### config.mk
export PLATFORM = sky130hd
export DESIGN_NAME = hazard_stall_unit
export DESIGN_NICKNAME = d
export VERILOG_FILES = /design/src/rtl/hazard_stall_unit.sv
export SDC_FILE = /design/constraint.sdc
export NUM_CORES = 1
export LEC_CHECK = 0
export ABC_AREA = 1
export BUFFER_PORTS_ARGS = -buffer_cell sky130_fd_sc_hd__buf_4
export CORE_AREA = 5 5 78 80
export DETAILED_ROUTE_END_ITERATION = 6
export DIE_AREA = 0 0 83 85
export SLEW_MARGIN = 20
export SYNTH_ARGS = -nofsm -noshare
export SYNTH_HDL_FRONTEND = slang
export SYNTH_SLANG_ARGS = --single-unit
### constraint.sdc
create_clock -name clk -period 1.3 [get_ports clk]
set_input_delay 0.195 -clock clk [delete_from_list [all_inputs] [get_ports clk]]
set_output_delay 0.195 -clock clk [all_outputs]
set_load 0.05 [all_outputs]
### src/rtl/hazard_stall_unit.sv
// hazard_stall_unit
//   Producer-side hazard control for the 5-stage RV32I pipeline. It decides
//   when forwarded results actually exist and otherwise stalls, bubbles or
//   flushes the pipeline registers:
//     - data-memory wait (MEM access not ready): freeze PC/IF/ID/EXE/MEM regs
//       and bubble MEM/WB
//     - taken branch/jump resolved in EXE: flush IF/ID, bubble ID/EXE
//     - load-use: hold PC and IF/ID for one cycle, bubble ID/EXE
//   Priority is mem wait > branch > load-use. Control outputs are
//   combinational, so a stall acts in the cycle it is detected.
//
// Parameters
//   MEM_TIMEOUT  consecutive MEM_WAIT cycles before mem_timeout_err sets
//   CNT_W        width of the performance counters
//
// Ports
//   clk, rst_n                       clock, async active-low reset
//   IF_ID_read_reg1/2, IF_ID_use_*   source registers of the ID instruction
//   ID_EXE_mem_r, ID_EXE_written_reg load flag and rd of the EXE instruction
//   EXE_branch_taken                 taken branch/jal/jalr in EXE
//   EXE_MEM_mem_req, dmem_ready      data-memory access and completion
//   pc_write, *_write                pipeline register enables
//   IF_ID_flush, *_bubble            NOP insertion controls
//   mem_timeout_err                  sticky memory timeout flag
//   stall_cycles, flush_count        saturating performance counters
//
// Build option
//   HAZARD_PERF_EN  defined: counters implemented; undefined: both tied to 0.

module hazard_stall_unit #(
    parameter int MEM_TIMEOUT = 64,
    parameter int CNT_W       = 32
) (
    input  logic             clk,
    input  logic             rst_n,
    input  logic [4:0]       IF_ID_read_reg1,
    input  logic [4:0]       IF_ID_read_reg2,
    input  logic             IF_ID_use_rs1,
    input  logic             IF_ID_use_rs2,
    input  logic             ID_EXE_mem_r,
    input  logic [4:0]       ID_EXE_written_reg,
    input  logic             EXE_branch_taken,
    input  logic             EXE_MEM_mem_req,
    input  logic             dmem_ready,
    output logic             pc_write,
    output logic             IF_ID_write,
    output logic             IF_ID_flush,
    output logic             ID_EXE_write,
    output logic             ID_EXE_bubble,
    output logic             EXE_MEM_write,
    output logic             MEM_WB_bubble,
    output logic             mem_timeout_err,
    output logic [CNT_W-1:0] stall_cycles,
    output logic [CNT_W-1:0] flush_count
);

    typedef enum logic {RUN, MEM_WAIT} state_e;

    localparam int                WAIT_W    = $clog2(MEM_TIMEOUT + 1);
    localparam logic [WAIT_W-1:0] TIMEOUT_V = WAIT_W'(MEM_TIMEOUT);

    state_e            state_q, state_d;
    logic [WAIT_W-1:0] wait_cnt_q, wait_cnt_d;
    logic              err_q, err_d;

    logic mem_wait_cond;
    logic load_use;
    logic freeze;

    always_comb begin
        mem_wait_cond = EXE_MEM_mem_req & ~dmem_ready;
        load_use = ID_EXE_mem_r && (ID_EXE_written_reg != 5'd0) &&
                   ((IF_ID_use_rs1 && (ID_EXE_written_reg == IF_ID_read_reg1)) ||
                    (IF_ID_use_rs2 && (ID_EXE_written_reg == IF_ID_read_reg2)));
        // Once waiting, only dmem_ready releases the freeze.
        freeze = (state_q == RUN) ? mem_wait_cond : ~dmem_ready;

        state_d = state_q;
        case (state_q)
            RUN:      if (mem_wait_cond) state_d = MEM_WAIT;
            MEM_WAIT: if (dmem_ready)    state_d = RUN;
            default:  state_d = RUN;
        endcase

        // Wait counter runs only while we stay in MEM_WAIT; saturates at the
        // timeout so it cannot wrap back under it.
        wait_cnt_d = '0;
        if (state_q == MEM_WAIT && !dmem_ready)
            wait_cnt_d = (wait_cnt_q == TIMEOUT_V) ? wait_cnt_q
                                                   : wait_cnt_q + WAIT_W'(1);
        err_d = err_q | (wait_cnt_d == TIMEOUT_V);
    end

    always_comb begin
        pc_write      = 1'b1;
        IF_ID_write   = 1'b1;
        IF_ID_flush   = 1'b0;
        ID_EXE_write  = 1'b1;
        ID_EXE_bubble = 1'b0;
        EXE_MEM_write = 1'b1;
        MEM_WB_bubble = 1'b0;
        if (freeze) begin
            // Branch/load-use are held and re-evaluated on release.
            pc_write      = 1'b0;
            IF_ID_write   = 1'b0;
            ID_EXE_write  = 1'b0;
            EXE_MEM_write = 1'b0;
            MEM_WB_bubble = 1'b1;
        end else if (EXE_branch_taken) begin
            // The younger ID instruction is squashed, so load-use is moot.
            IF_ID_flush   = 1'b1;
            ID_EXE_bubble = 1'b1;
        end else if (load_use) begin
            pc_write      = 1'b0;
            IF_ID_write   = 1'b0;
            ID_EXE_bubble = 1'b1;
        end
        if (!rst_n) begin
            pc_write      = 1'b0;
            IF_ID_write   = 1'b0;
            IF_ID_flush   = 1'b1;
            ID_EXE_write  = 1'b0;
            ID_EXE_bubble = 1'b1;
            EXE_MEM_write = 1'b0;
            MEM_WB_bubble = 1'b1;
        end
    end

    always_ff @(posedge clk or negedge rst_n) begin
        if (!rst_n) begin
            state_q    <= RUN;
            wait_cnt_q <= '0;
            err_q      <= 1'b0;
        end else begin
            state_q    <= state_d;
            wait_cnt_q <= wait_cnt_d;
            err_q      <= err_d;
        end
    end

    assign mem_timeout_err = err_q;

`ifdef HAZARD_PERF_EN
    logic [CNT_W-1:0] stall_cycles_q, stall_cycles_d;
    logic [CNT_W-1:0] flush_count_q, flush_count_d;

    always_comb begin
        stall_cycles_d = stall_cycles_q;
        flush_count_d  = flush_count_q;
        if (!pc_write && stall_cycles_q != '1)
            stall_cycles_d = stall_cycles_q + CNT_W'(1);
        if (IF_ID_flush && flush_count_q != '1)
            flush_count_d = flush_count_q + CNT_W'(1);
    end

    always_ff @(posedge clk or negedge rst_n) begin
        if (!rst_n) begin
            stall_cycles_q <= '0;
            flush_count_q  <= '0;
        end else begin
            stall_cycles_q <= stall_cycles_d;
            flush_count_q  <= flush_count_d;
        end
    end

    assign stall_cycles = stall_cycles_q;
    assign flush_count  = flush_count_q;
`else
    assign stall_cycles = '0;
    assign flush_count  = '0;
`endif

endmodule

==> metrics.yaml <==
outcome: "finished, violations left"
violations: "negative setup slack"
place_ws_ns: -0.106
clockPowerShare: 0.243
pwr-share-comb: 0.537
antenna_left: 0
grt_pass1_vias: 1000
cts_max_path_buffers: 2
wl_per_cell_microns: 8.18
root_buffer: "clkbuf_8"
fmax_mhz: 699
fin_area_sq_um: 1640
crit_fanout: 3
antenna_found_initial: 0
drtPass1Iterations: 4
rows: 27
p_sw_mw: 0.678
synth_cells: 200
final_hold_viol_count: 0
grt_pass1_wl_mm: 3.82
sequentialPowerShare: 0.220
drtIter0Drc: 42
die_w_microns: 83
grt_max_degree: 10
yosysSeqAreaShare: 0.174
critPathKind: "reg2out"
yosysWarningCount: 0
cts.htree.levels: 1
syn_area_sq_um: 1290
gp_congestion: 0.805
syn_to_final_growth_pct: 27.0
required_ns: 1.11
start_util: 0.242
cts_buffers: 3
synth.distinct_cells: 19
critPathArrivalTime_ns: 1.23
avgSynthCellArea_sq_um: 6.46
vias_per_cell: 3.49
slew_viol_final: 0
synth_area_leaders: "buf_4, dfrtp_1, nand2_1"
maxCapViolations: 0
die_area_sq_um: 7060
rsz0062_at_grt: "yes"
period_needed_ns: 1.43
die_h_microns: 85
cts_tree: "done"
synth_top_area_share: 0.384
io_pins: 95
p_int_mw: 0.637
cts_sinks: 9
p_per_area_nw_per_um2: 802
switching_share: 0.515
grt_overflow: 0
routed_wl_mm: 2.58
core-area_sq_um: 5340
layout.nets: 269
via_count: 1098
diodes: 0
grt_usage: 0.0647
clkTransAtPathRegs_ns: 0.04
ys_ff_latch: 9
place_hpwl_mm: 2.21
fin_ws_ns: -0.130
io_buffers: 30
drcViolationCount: 0
critPathCaptureType: "output port"
setup_viol_count_final: 8
finalClockSkew_ns: 0.00229
insertion_delay_ns: 0.23
final.period_utilization: 1.10
irDropWorstVdd_mv: 0.217
place_area_sq_um: 1430
critPathLaunchType: "flop"
drive_above_1_share: 0.333
p_leak_nw: 0.962
holdCritPathClass: "in2reg"
post-synth-top-area-cell: "buf_4"
==> worst max-delay path: stages, from the launching register on <==
cell	delay, ns
dfrtp_1	0.37
o21ai_2	0.15
inv_2	0.07
nor2_4	0.09
buf_4	0.14
inv_2	0.03
buf_6	0.14
==> sequential cells by signal (all words and copies together) (netlist names) <==
register,cells
wait_cnt_q,7
mem_timeout_err,1
state_q,1
==> cells in the final DEF (no fill, tap or decap) <==
cell type,count
inv_2,10
ha_1,1
o21ai_2,1
nor2_2,5
clkbuf_1,1
nand3_1,7
inv_1,26
xor2_1,2
nand2_1,34
clkinvlp_4,1
nand4_1,5
nand3_2,5
o21ai_1,2
nand3_4,3
a21oi_2,2
ha_4,1
dlygate4sd3_1,1
nor2_4,2
buf_4,32
buf_6,5
a21oi_1,1
conb_1,64
o21ai_0,1
nor2_1,7
dfrtp_1,9
clkbuf_8,3
nand2_2,6
buf_8,4
clkinv_1,1
nand2_4,1
==> stage by stage <==
| stage | TNS, ns | utilization | cells | hold slack [ns] | total power, mW |
|---|---|---|---|---|---|
| 2_1_floorplan | -0.655 | - | 263 | -0.101 | 0.987 |
| 5_1_grt | -1.48 | 0.307 | 315 | 0.236 | 1.38 |
| 6_report | -0.747 | 0.307 | 315 | 0.219 | 1.32 |
| 3_3_place_gp | -0.199 | 0.267 | 307 | 0.140 | 0.939 |
| 3_5_place_dp | -0.237 | 0.267 | 307 | 0.139 | 0.941 |
| 4_1_cts | -0.913 | 0.290 | 315 | 0.219 | 1.29 |
==> logic make-up (layout without fill, tap and decap cells) <==
group           after synthesis  after routing  synth area share
buf+inv                     104             84             0.494
simple gates                 75             75             0.266
flops                         9              9             0.174
compound gates                7              7            0.0300
fa+ha+maj                     2              2            0.0194
xor+xnor                      2              2            0.0136
other cells                   1             64           0.00290
==> worst paths after layout <==
path | from | to | slack (ns) | depth (start not counted)
max | state_q | MEM_WB_bubble | -0.13 | 6
min | EXE_MEM_mem_req | state_q | 0.22 | 3
max reg2reg | wait_cnt_q[1] | mem_timeout_err | -0.03 | 11
min reg2reg | mem_timeout_err | mem_timeout_err | 0.46 | 2
max in group asynchronous | rst_n | state_q | 0.74 | 3
min in group asynchronous | rst_n | mem_timeout_err | 0.42 | 3
==> power by group through the flow <==
stage                     clock network, mW  logic, mW  registers, mW
after floorplan                           0      0.694          0.294
after global placement                    0      0.645          0.293
after detailed placement                  0      0.648          0.293
after CTS                             0.329      0.677          0.289
after global routing                  0.344      0.744          0.289
final                                 0.320      0.706          0.289
==> area by class of cell <==
type | count | area (sq um)
Clock buffer | 4 | 45.0
Fill cell | 598 | 3700
Inverter | 38 | 146
Multi-Input combinational cell | 150 | 767
Sequential cell | 9 | 225
Tap cell | 72 | 90.1
Timing Repair Buffer | 42 | 367
==> cells in the mapped netlist (all sizes together) <==
cell    instances
buf            66
nand2          41
inv            37
nand3          15
nor2           14
dfrtp           9
nand4           5
o21ai           4
a21oi           3
ha              2
xor2            2
clkinv          1
conb            1
==> layer usage <==
layer | vias up | track usage | share of wire
met5 | - | 0 | 0
met1 | 482 | 0.0649 | 0.34
met4 | 0 | 0.0505 | 0.031
li1 | 558 | - | -
met3 | 7 | 0.00777 | 0.075
met2 | 51 | 0.121 | 0.55
==> repair_timing <==
action                                  4_1_cts  5_1_grt
pin swaps                                     7        7
cloned                                        0        0
gates resized for setup                      15       23
setup buffers                                 3        0
endpoints found under the setup margin        8       10
hold endpoints to repair                      9        0
hold buffers                                  1        0
Power figures use the tool's default switching activity.
